$ cat config.mk
export PLATFORM = sky130hd
export DESIGN_NAME = psum_bus_endpoint_flat
export DESIGN_NICKNAME = d
export VERILOG_FILES = /design/src/rtl/psum_bus_endpoint_if.sv /design/src/rtl/psum_bus_endpoint.sv /design/src/flat_wrapper.sv
export SDC_FILE = /design/constraint.sdc
export NUM_CORES = 1
export LEC_CHECK = 0
export CORE_MARGIN = 2
export CORE_UTILIZATION = 30
export CTS_CLUSTER_DIAMETER = 200
export CTS_CLUSTER_SIZE = 28
export DETAILED_ROUTE_END_ITERATION = 7
export GPL_TIMING_DRIVEN = 0
export MAX_ROUTING_LAYER = met4
export SLEW_MARGIN = 10
export SYNTH_ARGS = -nofsm -noshare
export SYNTH_HDL_FRONTEND = slang
export SYNTH_SLANG_ARGS = --single-unit
$ cat constraint.sdc
create_clock -name clk -period 8.4 [get_ports clk]
set_input_delay 0.84 -clock clk [delete_from_list [all_inputs] [get_ports clk]]
set_output_delay 0.84 -clock clk [all_outputs]
set_load 0.005 [all_outputs]
$ cat src/rtl/psum_bus_endpoint_if.sv
// psum_bus_endpoint_if: bundles the GLB-side and psum-bus-side handshakes of the psum bus endpoint.
//   glb_ipsum_valid/data/ready : ipsum words from the GLB into the endpoint
//   ipsum_bus, ipsum_ready_bus : ipsum words onto the shared bus (MSB = enable)
//   opsum_bus, opsum_ready_bus : opsum words from the shared bus (MSB = enable)
//   glb_opsum_valid/data/ready : opsum words from the endpoint back to the GLB
//   slave modport = endpoint side, master modport = environment side
interface psum_bus_endpoint_if #(
    parameter int DATA_SIZE = 16,
    parameter int IPSUM_NUM = 4,
    parameter int OPSUM_NUM = 4
);
    logic                              glb_ipsum_valid;
    logic [IPSUM_NUM*DATA_SIZE-1:0]    glb_ipsum_data;
    logic                              glb_ipsum_ready;
    logic [IPSUM_NUM*DATA_SIZE:0]      ipsum_bus;
    logic                              ipsum_ready_bus;
    logic [OPSUM_NUM*DATA_SIZE:0]      opsum_bus;
    logic                              opsum_ready_bus;
    logic                              glb_opsum_valid;
    logic [OPSUM_NUM*DATA_SIZE-1:0]    glb_opsum_data;
    logic                              glb_opsum_ready;

    modport slave (
        input  glb_ipsum_valid, glb_ipsum_data, ipsum_ready_bus, opsum_bus, glb_opsum_ready,
        output glb_ipsum_ready, ipsum_bus, opsum_ready_bus, glb_opsum_valid, glb_opsum_data
    );

    modport master (
        output glb_ipsum_valid, glb_ipsum_data, ipsum_ready_bus, opsum_bus, glb_opsum_ready,
        input  glb_ipsum_ready, ipsum_bus, opsum_ready_bus, glb_opsum_valid, glb_opsum_data
    );
endinterface

$ cat src/rtl/psum_bus_endpoint.sv
// psum_bus_endpoint: bus-side endpoint of the psum network, GLB ipsum -> ipsum_bus and opsum_bus -> GLB, per-tile counted.
//   clk          : clock
//   rst          : synchronous active-low reset
//   set_info     : latch cfg_num_psum into cfg_reg (IDLE only)
//   cfg_num_psum : words to send and receive per tile
//   start        : begin tile (IDLE only)
//   busy         : tile in progress
//   done         : one-cycle tile-complete pulse
//   bus          : handshake bundle (slave side), see psum_bus_endpoint_if
module psum_bus_endpoint #(
    parameter int DATA_SIZE  = 16,
    parameter int IPSUM_NUM  = 4,
    parameter int OPSUM_NUM  = 4,
    parameter int FIFO_DEPTH = 4
) (
    input  logic                      clk,
    input  logic                      rst,
    input  logic                      set_info,
    input  logic [15:0]               cfg_num_psum,
    input  logic                      start,
    output logic                      busy,
    output logic                      done,
    psum_bus_endpoint_if.slave        bus
);
    localparam int IW = IPSUM_NUM * DATA_SIZE;
    localparam int OW = OPSUM_NUM * DATA_SIZE;
    localparam int AW = $clog2(FIFO_DEPTH);

    typedef enum logic [1:0] {IDLE, RUN, DONE} state_t;

    state_t        state;
    logic [15:0]   cfg_reg;
    logic [15:0]   in_cnt;
    logic [15:0]   rx_cnt;
    logic [IW-1:0] tx_mem [FIFO_DEPTH];
    logic [OW-1:0] rx_mem [FIFO_DEPTH];
    logic [AW:0]   tx_wp;
    logic [AW:0]   tx_rp;
    logic [AW:0]   rx_wp;
    logic [AW:0]   rx_rp;
    logic [AW:0]   tx_lvl;
    logic [AW:0]   rx_lvl;
    logic          run;
    logic          tx_empty;
    logic          tx_full;
    logic          rx_empty;
    logic          rx_full;
    logic          tx_push;
    logic          tx_pop;
    logic          rx_push;
    logic          rx_pop;
    logic          tx_drain;
    logic          rx_drain;
    logic          finish;

    assign run      = state == RUN;
    assign tx_lvl   = tx_wp - tx_rp;
    assign rx_lvl   = rx_wp - rx_rp;
    assign tx_empty = tx_lvl == '0;
    assign rx_empty = rx_lvl == '0;
    // occupancy equal to depth only when the wrap bits differ and the index bits match
    assign tx_full  = tx_lvl == (AW+1)'(FIFO_DEPTH);
    assign rx_full  = rx_lvl == (AW+1)'(FIFO_DEPTH);

    assign bus.glb_ipsum_ready = run && !tx_full && in_cnt < cfg_reg;
    assign bus.ipsum_bus       = tx_empty ? '0 : {1'b1, tx_mem[tx_rp[AW-1:0]]};
    assign bus.opsum_ready_bus = run && !rx_full && rx_cnt < cfg_reg;
    assign bus.glb_opsum_valid = !rx_empty;
    assign bus.glb_opsum_data  = rx_empty ? '0 : rx_mem[rx_rp[AW-1:0]];

    assign tx_push = bus.glb_ipsum_valid && bus.glb_ipsum_ready;
    assign tx_pop  = !tx_empty && bus.ipsum_ready_bus;
    assign rx_push = bus.opsum_bus[OW] && bus.opsum_ready_bus;
    assign rx_pop  = !rx_empty && bus.glb_opsum_ready;

    // A FIFO counts as drained if it is empty or its last word leaves this cycle;
    // with both counts at cfg_reg no further push can arrive, so the tile ends
    // the cycle right after the final word is handed on.
    assign tx_drain = tx_empty || (tx_lvl == (AW+1)'(1) && tx_pop);
    assign rx_drain = rx_empty || (rx_lvl == (AW+1)'(1) && rx_pop);
    assign finish   = in_cnt == cfg_reg && rx_cnt == cfg_reg && tx_drain && rx_drain;

    always_ff @(posedge clk) begin
        if (tx_push) tx_mem[tx_wp[AW-1:0]] <= bus.glb_ipsum_data;
        if (rx_push) rx_mem[rx_wp[AW-1:0]] <= bus.opsum_bus[OW-1:0];
    end

    always_ff @(posedge clk) begin
        if (!rst) begin
            tx_wp <= '0;
            tx_rp <= '0;
            rx_wp <= '0;
            rx_rp <= '0;
        end else begin
            tx_wp <= tx_wp + (AW+1)'(tx_push);
            tx_rp <= tx_rp + (AW+1)'(tx_pop);
            rx_wp <= rx_wp + (AW+1)'(rx_push);
            rx_rp <= rx_rp + (AW+1)'(rx_pop);
        end
    end

    always_ff @(posedge clk) begin
        if (!rst) begin
            state   <= IDLE;
            cfg_reg <= '0;
            in_cnt  <= '0;
            rx_cnt  <= '0;
            busy    <= 1'b0;
            done    <= 1'b0;
        end else begin
            in_cnt <= in_cnt + 16'(tx_push);
            rx_cnt <= rx_cnt + 16'(rx_push);
            case (state)
                IDLE: begin
                    if (set_info) cfg_reg <= cfg_num_psum;
                    if (start) begin
                        in_cnt <= '0;
                        rx_cnt <= '0;
                        state  <= cfg_reg != '0 ? RUN : DONE;
                        busy   <= cfg_reg != '0;
                        done   <= cfg_reg == '0;
                    end
                end
                RUN: begin
                    if (finish) begin
                        state <= DONE;
                        busy  <= 1'b0;
                        done  <= 1'b1;
                    end
                end
                default: begin
                    state <= IDLE;
                    done  <= 1'b0;
                end
            endcase
        end
    end
endmodule
$ cat src/flat_wrapper.sv
// flat-port wrapper written by rule: the top's interface ports become plain ports
module psum_bus_endpoint_flat 
#(
    parameter int DATA_SIZE  = 16,
    parameter int IPSUM_NUM  = 4,
    parameter int OPSUM_NUM  = 4,
    parameter int FIFO_DEPTH = 4
)
  (clk, rst, set_info, cfg_num_psum, start, busy, done, bus_glb_ipsum_valid, bus_glb_ipsum_data, bus_ipsum_ready_bus, bus_opsum_bus, bus_glb_opsum_ready, bus_glb_ipsum_ready, bus_ipsum_bus, bus_opsum_ready_bus, bus_glb_opsum_valid, bus_glb_opsum_data);
  psum_bus_endpoint_if #(.DATA_SIZE(DATA_SIZE), .IPSUM_NUM(IPSUM_NUM), .OPSUM_NUM(OPSUM_NUM)) bus_i ();
  input  logic clk;
  input  logic rst;
  input  logic set_info;
  input  logic [15:0] cfg_num_psum;
  input  logic start;
  output logic busy;
  output logic done;
  input wire logic [$bits(bus_i.glb_ipsum_valid)-1:0] bus_glb_ipsum_valid;
  input wire logic [$bits(bus_i.glb_ipsum_data)-1:0] bus_glb_ipsum_data;
  input wire logic [$bits(bus_i.ipsum_ready_bus)-1:0] bus_ipsum_ready_bus;
  input wire logic [$bits(bus_i.opsum_bus)-1:0] bus_opsum_bus;
  input wire logic [$bits(bus_i.glb_opsum_ready)-1:0] bus_glb_opsum_ready;
  output wire logic [$bits(bus_i.glb_ipsum_ready)-1:0] bus_glb_ipsum_ready;
  output wire logic [$bits(bus_i.ipsum_bus)-1:0] bus_ipsum_bus;
  output wire logic [$bits(bus_i.opsum_ready_bus)-1:0] bus_opsum_ready_bus;
  output wire logic [$bits(bus_i.glb_opsum_valid)-1:0] bus_glb_opsum_valid;
  output wire logic [$bits(bus_i.glb_opsum_data)-1:0] bus_glb_opsum_data;
  assign bus_i.glb_ipsum_valid = bus_glb_ipsum_valid;
  assign bus_i.glb_ipsum_data = bus_glb_ipsum_data;
  assign bus_i.ipsum_ready_bus = bus_ipsum_ready_bus;
  assign bus_i.opsum_bus = bus_opsum_bus;
  assign bus_i.glb_opsum_ready = bus_glb_opsum_ready;
  assign bus_glb_ipsum_ready = bus_i.glb_ipsum_ready;
  assign bus_ipsum_bus = bus_i.ipsum_bus;
  assign bus_opsum_ready_bus = bus_i.opsum_ready_bus;
  assign bus_glb_opsum_valid = bus_i.glb_opsum_valid;
  assign bus_glb_opsum_data = bus_i.glb_opsum_data;
  psum_bus_endpoint #(.DATA_SIZE(DATA_SIZE), .IPSUM_NUM(IPSUM_NUM), .OPSUM_NUM(OPSUM_NUM), .FIFO_DEPTH(FIFO_DEPTH)) u_core (.clk(clk), .rst(rst), .set_info(set_info), .cfg_num_psum(cfg_num_psum), .start(start), .busy(busy), .done(done), .bus(bus_i));
endmodule
==> results.txt <==
The run finished with clean final reports. The maximum vdd ir drop came out at roughly 0.0002 V. The sequential share of the synthesized area is 0.729. For this run, global-route usage on met1 was measured as 0.160. Of the total synthesized cell area, the portion taken by XOR and XNOR cells is 0.0135. The nature of the critical path startpoint is a register.

Counting cells, the worst reg-to-reg path comes to 12. Of the cells placed in the final design, the portion with a size suffix greater than 1 is 0.160. After clock tree synthesis, the repair step resized 0 gates. The number of standard cells in the layout, taps in and fillers out is about 2600. The number of antenna violations at the first check in global routing came out at 12. Dividing the detail-routed via count by the number of cells gives roughly 4.6. The total wire length came out at between 50000 and 60000 µm. The floorplan core area is about 0.076 mm². The share of the synthesized area in the top cell type came out at 0.674. The site row count came out at 101. The arrival time at the worst endpoint came out at between 3 and 4 ns. Before antenna repair, the detailed router went through 5 iterations. The per-instance average area after synthesis came out at roughly 19 µm². TritonCTS built the clock tree. Dividing total power by cell area gives a power density of approximately 260 mW/mm².

The final global-route overflow total came out at 0. The number of buffers inserted by post-CTS setup repair came out at 0. The net count of the finished layout came out at roughly 1800. The number of failing setup endpoints in the final timing report came out at 0. Counting flops with a built-in enable in the synthesized netlist gives just over 500. The die outline area came out at roughly 0.078 mm².

The worst-margin pin slew came out at 0.880 ns. In this run, post-CTS hold repair placed 0 buffers. The count of antenna-violating nets left after detailed routing is 0. Summed over all instances, the cell type with the most area after synthesis is sky130_fd_sc_hd__edfxtp_1. The met2 global-route usage is 0.235. The most critical setup path has its endpoint at bus_ipsum_bus[61]. The number of global-route vias before repair is 13000.

Prior to clock tree synthesis, the placed netlist has a worst setup slack of between 4 and 5 ns. The die outline height came out at 280 µm. The number of levels the H-tree was split into is 1. Counting every sink on the clock net gives 575. Entering global routing, the biggest net connects 30 pins. The maximum root-to-sink buffer count is 3. The fraction of the mapped netlist area in compound gates came to 0.0154. The first global-routing pass estimated roughly 79000 µm of wire. The width of the die came out at ~280 µm. The routed layout has 12000 vias. Timing would allow up to between 200 and 250 MHz. The startpoint identified for the worst register-to-register timing path is u_core.rx_wp[0]$_SDFF_PN0_. The total track usage is 0.137.

The worst endpoint required time came out at about 7.6 ns. The number of placed cells counting well taps came out at between 2000 and 3000. The Yosys warning count is 0. From synthesis to final layout, the design area changed by 24.1%. Setup repair after global routing left no endpoint under its margin.

The source-to-sink clock delay at the later pin of the worst-skew pair is approximately 0.6 ns. Measured on the finished design, the core utilization comes to 0.375. The global routing stage identified its most utilized layer as met2. The final estimated routing congestion in global placement is between 0.8 and 0.9. The endpoint identified for the worst register-to-register timing path is u_core.rx_mem[2][26]$_DFFE_PP_.

The instance count of the mapped netlist is 1228. The wire length per cell came out at approximately 20 µm. The final clock period utilization by the worst path came out at 0.544. The critical path endpoint category is a primary output. The count of cell types in the netlist came out at 41. The largest driver fanout on the critical path came out at 10. The cell sitting at the root of the clock tree is a sky130_fd_sc_hd__clkbuf_16.

The worst slew slack as a fraction of its limit is 0.410. The max-slew violation total from the final report is 0. After synthesis, the largest family of logic cells by area is multiplexers. Counting every net in the synthesized netlist gives 1428.

The flip-flop and latch count after synthesis is around 580. Summed over all cells, the static leakage comes to 9.04 nW. The count of unresolved DRC violations after routing came out at 0. The top-level I/O count came out at approximately 290.

The minimum clock period came out at about 4.6 ns. The met3 track demand over resource in global routing came out at 0.0394. The starting density of the core came out at 0.302.

Port buffering added 285 buffers. The number of hold-slack violations in the final timing report is 0. In this run the worst hold path is classified as register to register. The area fraction in and, or, nand and nor cells after synthesis is 0.0732. In this run, the number of DRC markers left after iteration 0 of detailed routing was 768. The count of max-cap constraint violations came out at 0. The maximum clock skew at final layout is ~0.034 ns. The start-to-end type of the worst setup path is register to primary output.

Tracing the worst setup path back leads to its startpoint at u_core.tx_wp[0]$_SDFF_PN0_. The clock slew at the register clock pins of the worst setup and hold paths came out at 0.11 ns. The number of buffers added by the clock tree synthesis step is 24. Sorting the synthesized cells by area gives the leading types as sky130_fd_sc_hd__edfxtp_1 (67%), sky130_fd_sc_hd__mux4_2 (13%), sky130_fd_sc_hd__dfxtp_1 (5.5%). In this run the cell area of the synthesized design comes to approximately 0.023 mm².

For this run, the leading register cell type out of synthesis is sky130_fd_sc_hd__edfxtp_1. The final worst setup slack came out at 3.83 ns. The register-to-register setup slack came out at 4.30 ns. The post-synthesis mux area share is 0.126.

The post-DP HPWL is slightly below 40000 µm. The adder and majority cell fraction of the synthesized area came out at 0.0270. Counting flops with an async set or reset pin after synthesis yields a share of 0.
## worst min path at each step
| stage | from | to | slack, ns | cells after the start |
|---|---|---|---|---|
| final | u_core.cfg_reg[1]$_SDFFE_PN0P_ | u_core.cfg_reg[1]$_SDFFE_PN0P_ | 0.50 | 2 |
| after CTS | u_core.cfg_reg[1]$_SDFFE_PN0P_ | u_core.cfg_reg[1]$_SDFFE_PN0P_ | 0.50 | 2 |
| after floorplan | u_core.cfg_reg[2]$_SDFFE_PN0P_ | u_core.cfg_reg[2]$_SDFFE_PN0P_ | 0.46 | 2 |
| after detailed placement | u_core.cfg_reg[1]$_SDFFE_PN0P_ | u_core.cfg_reg[1]$_SDFFE_PN0P_ | 0.48 | 2 |
| after global routing | u_core.cfg_reg[11]$_SDFFE_PN0P_ | u_core.cfg_reg[11]$_SDFFE_PN0P_ | 0.52 | 2 |
| after global placement | u_core.cfg_reg[3]$_SDFFE_PN0P_ | u_core.cfg_reg[3]$_SDFFE_PN0P_ | 0.48 | 2 |
## area by class of cell
type	instances	area, µm²
Fill cell	7006	47300
Sequential cell	575	16600
Multi-Input combinational cell	569	5870
Timing Repair Buffer	354	3490
Tap cell	978	1220
Clock buffer	43	693
Buffer	51	224
Inverter	33	124
Antenna cell	13	32.5
Clock inverter	1	16.3
## layout by cell type, fill, tap and decap left out, drive strengths merged, types with 16 or more instances in the layout
| cell type | synthesis | routed |
|---|---|---|
| clkbuf | 23 | 66 |
| nand2 | 55 | 55 |
| nor3 | 16 | 16 |
| edfxtp | 512 | 512 |
| mux4 | 128 | 128 |
| nand3 | 16 | 16 |
| buf | 28 | 97 |
| xor2 | 19 | 19 |
| nor2b | 132 | 132 |
| a21boi | 17 | 17 |
| inv | 33 | 34 |
| clkdlybuf4s50 | 0 | 285 |
| ha | 46 | 46 |
| nor2 | 40 | 40 |
| dfxtp | 63 | 63 |
## worst max-delay path, cell delays in order (launching register included)
cell                              delay, ns
sky130_fd_sc_hd__dfxtp_1               0.42
sky130_fd_sc_hd__inv_1                 0.11
sky130_fd_sc_hd__ha_1                  0.20
sky130_fd_sc_hd__fa_1                  0.37
sky130_fd_sc_hd__xnor3_1               0.31
sky130_fd_sc_hd__and3_1                0.35
sky130_fd_sc_hd__clkbuf_1              0.64
sky130_fd_sc_hd__nor2b_1               0.12
sky130_fd_sc_hd__clkdlybuf4s50_1       0.63
## where the power goes
| part | internal, mW | switching [mW] |
|---|---|---|
| Clock | 0.573 | 0.856 |
| Combinational | 1.47 | 1.26 |
| Sequential | 3.20 | 0.0283 |
## cell usage after synthesis, types with 3 or more instances
| cell type | instances |
|---|---|
| sky130_fd_sc_hd__edfxtp_1 | 512 |
| sky130_fd_sc_hd__nor2b_1 | 132 |
| sky130_fd_sc_hd__mux4_2 | 128 |
| sky130_fd_sc_hd__dfxtp_1 | 63 |
| sky130_fd_sc_hd__nand2_1 | 55 |
| sky130_fd_sc_hd__ha_1 | 46 |
| sky130_fd_sc_hd__nor2_1 | 40 |
| sky130_fd_sc_hd__inv_1 | 33 |
| sky130_fd_sc_hd__buf_2 | 25 |
| sky130_fd_sc_hd__clkbuf_1 | 22 |
| sky130_fd_sc_hd__xor2_1 | 19 |
| sky130_fd_sc_hd__a21boi_0 | 16 |
| sky130_fd_sc_hd__nand3_1 | 16 |
| sky130_fd_sc_hd__nor3_1 | 16 |
| sky130_fd_sc_hd__and2_1 | 14 |
| sky130_fd_sc_hd__a21oi_1 | 12 |
| sky130_fd_sc_hd__xnor2_1 | 11 |
| sky130_fd_sc_hd__and3_1 | 10 |
| sky130_fd_sc_hd__nand4_1 | 10 |
| sky130_fd_sc_hd__o21ai_0 | 9 |
| sky130_fd_sc_hd__nor4_1 | 7 |
| sky130_fd_sc_hd__buf_1 | 3 |
| sky130_fd_sc_hd__o211ai_1 | 3 |
| sky130_fd_sc_hd__o21a_1 | 3 |
## cell families after synthesis
kind of cell    count (synthesis)
buf+inv                        84
fa+ha+maj                      48
xor+xnor                       32
flops                         575
simple gates                  308
compound gates                 53
mux                           128
## through the flow
stage / power [mW] / area [µm²] / hold slack (ns) / setup TNS, ns
after floorplan: 4.52 / 22800 / 0.456 / 0
after global placement: 6.09 / 26900 / 0.477 / -1451.53
after detailed placement: 6.10 / 27600 / 0.484 / 0
after CTS: 7.55 / 28300 / 0.499 / 0
after global routing: 7.80 / 28300 / 0.519 / 0
final: 7.39 / 28300 / 0.497 / 0
## per-layer routing
metal	share of wire	wire length, µm	vias to the layer above
met5	0	0	-
li1	-	-	5534
met2	0.51	26700	269
met1	0.40	21300	6133
met3	0.072	3810	42
met4	0.015	814	0
Power figures use the tool's default switching activity.
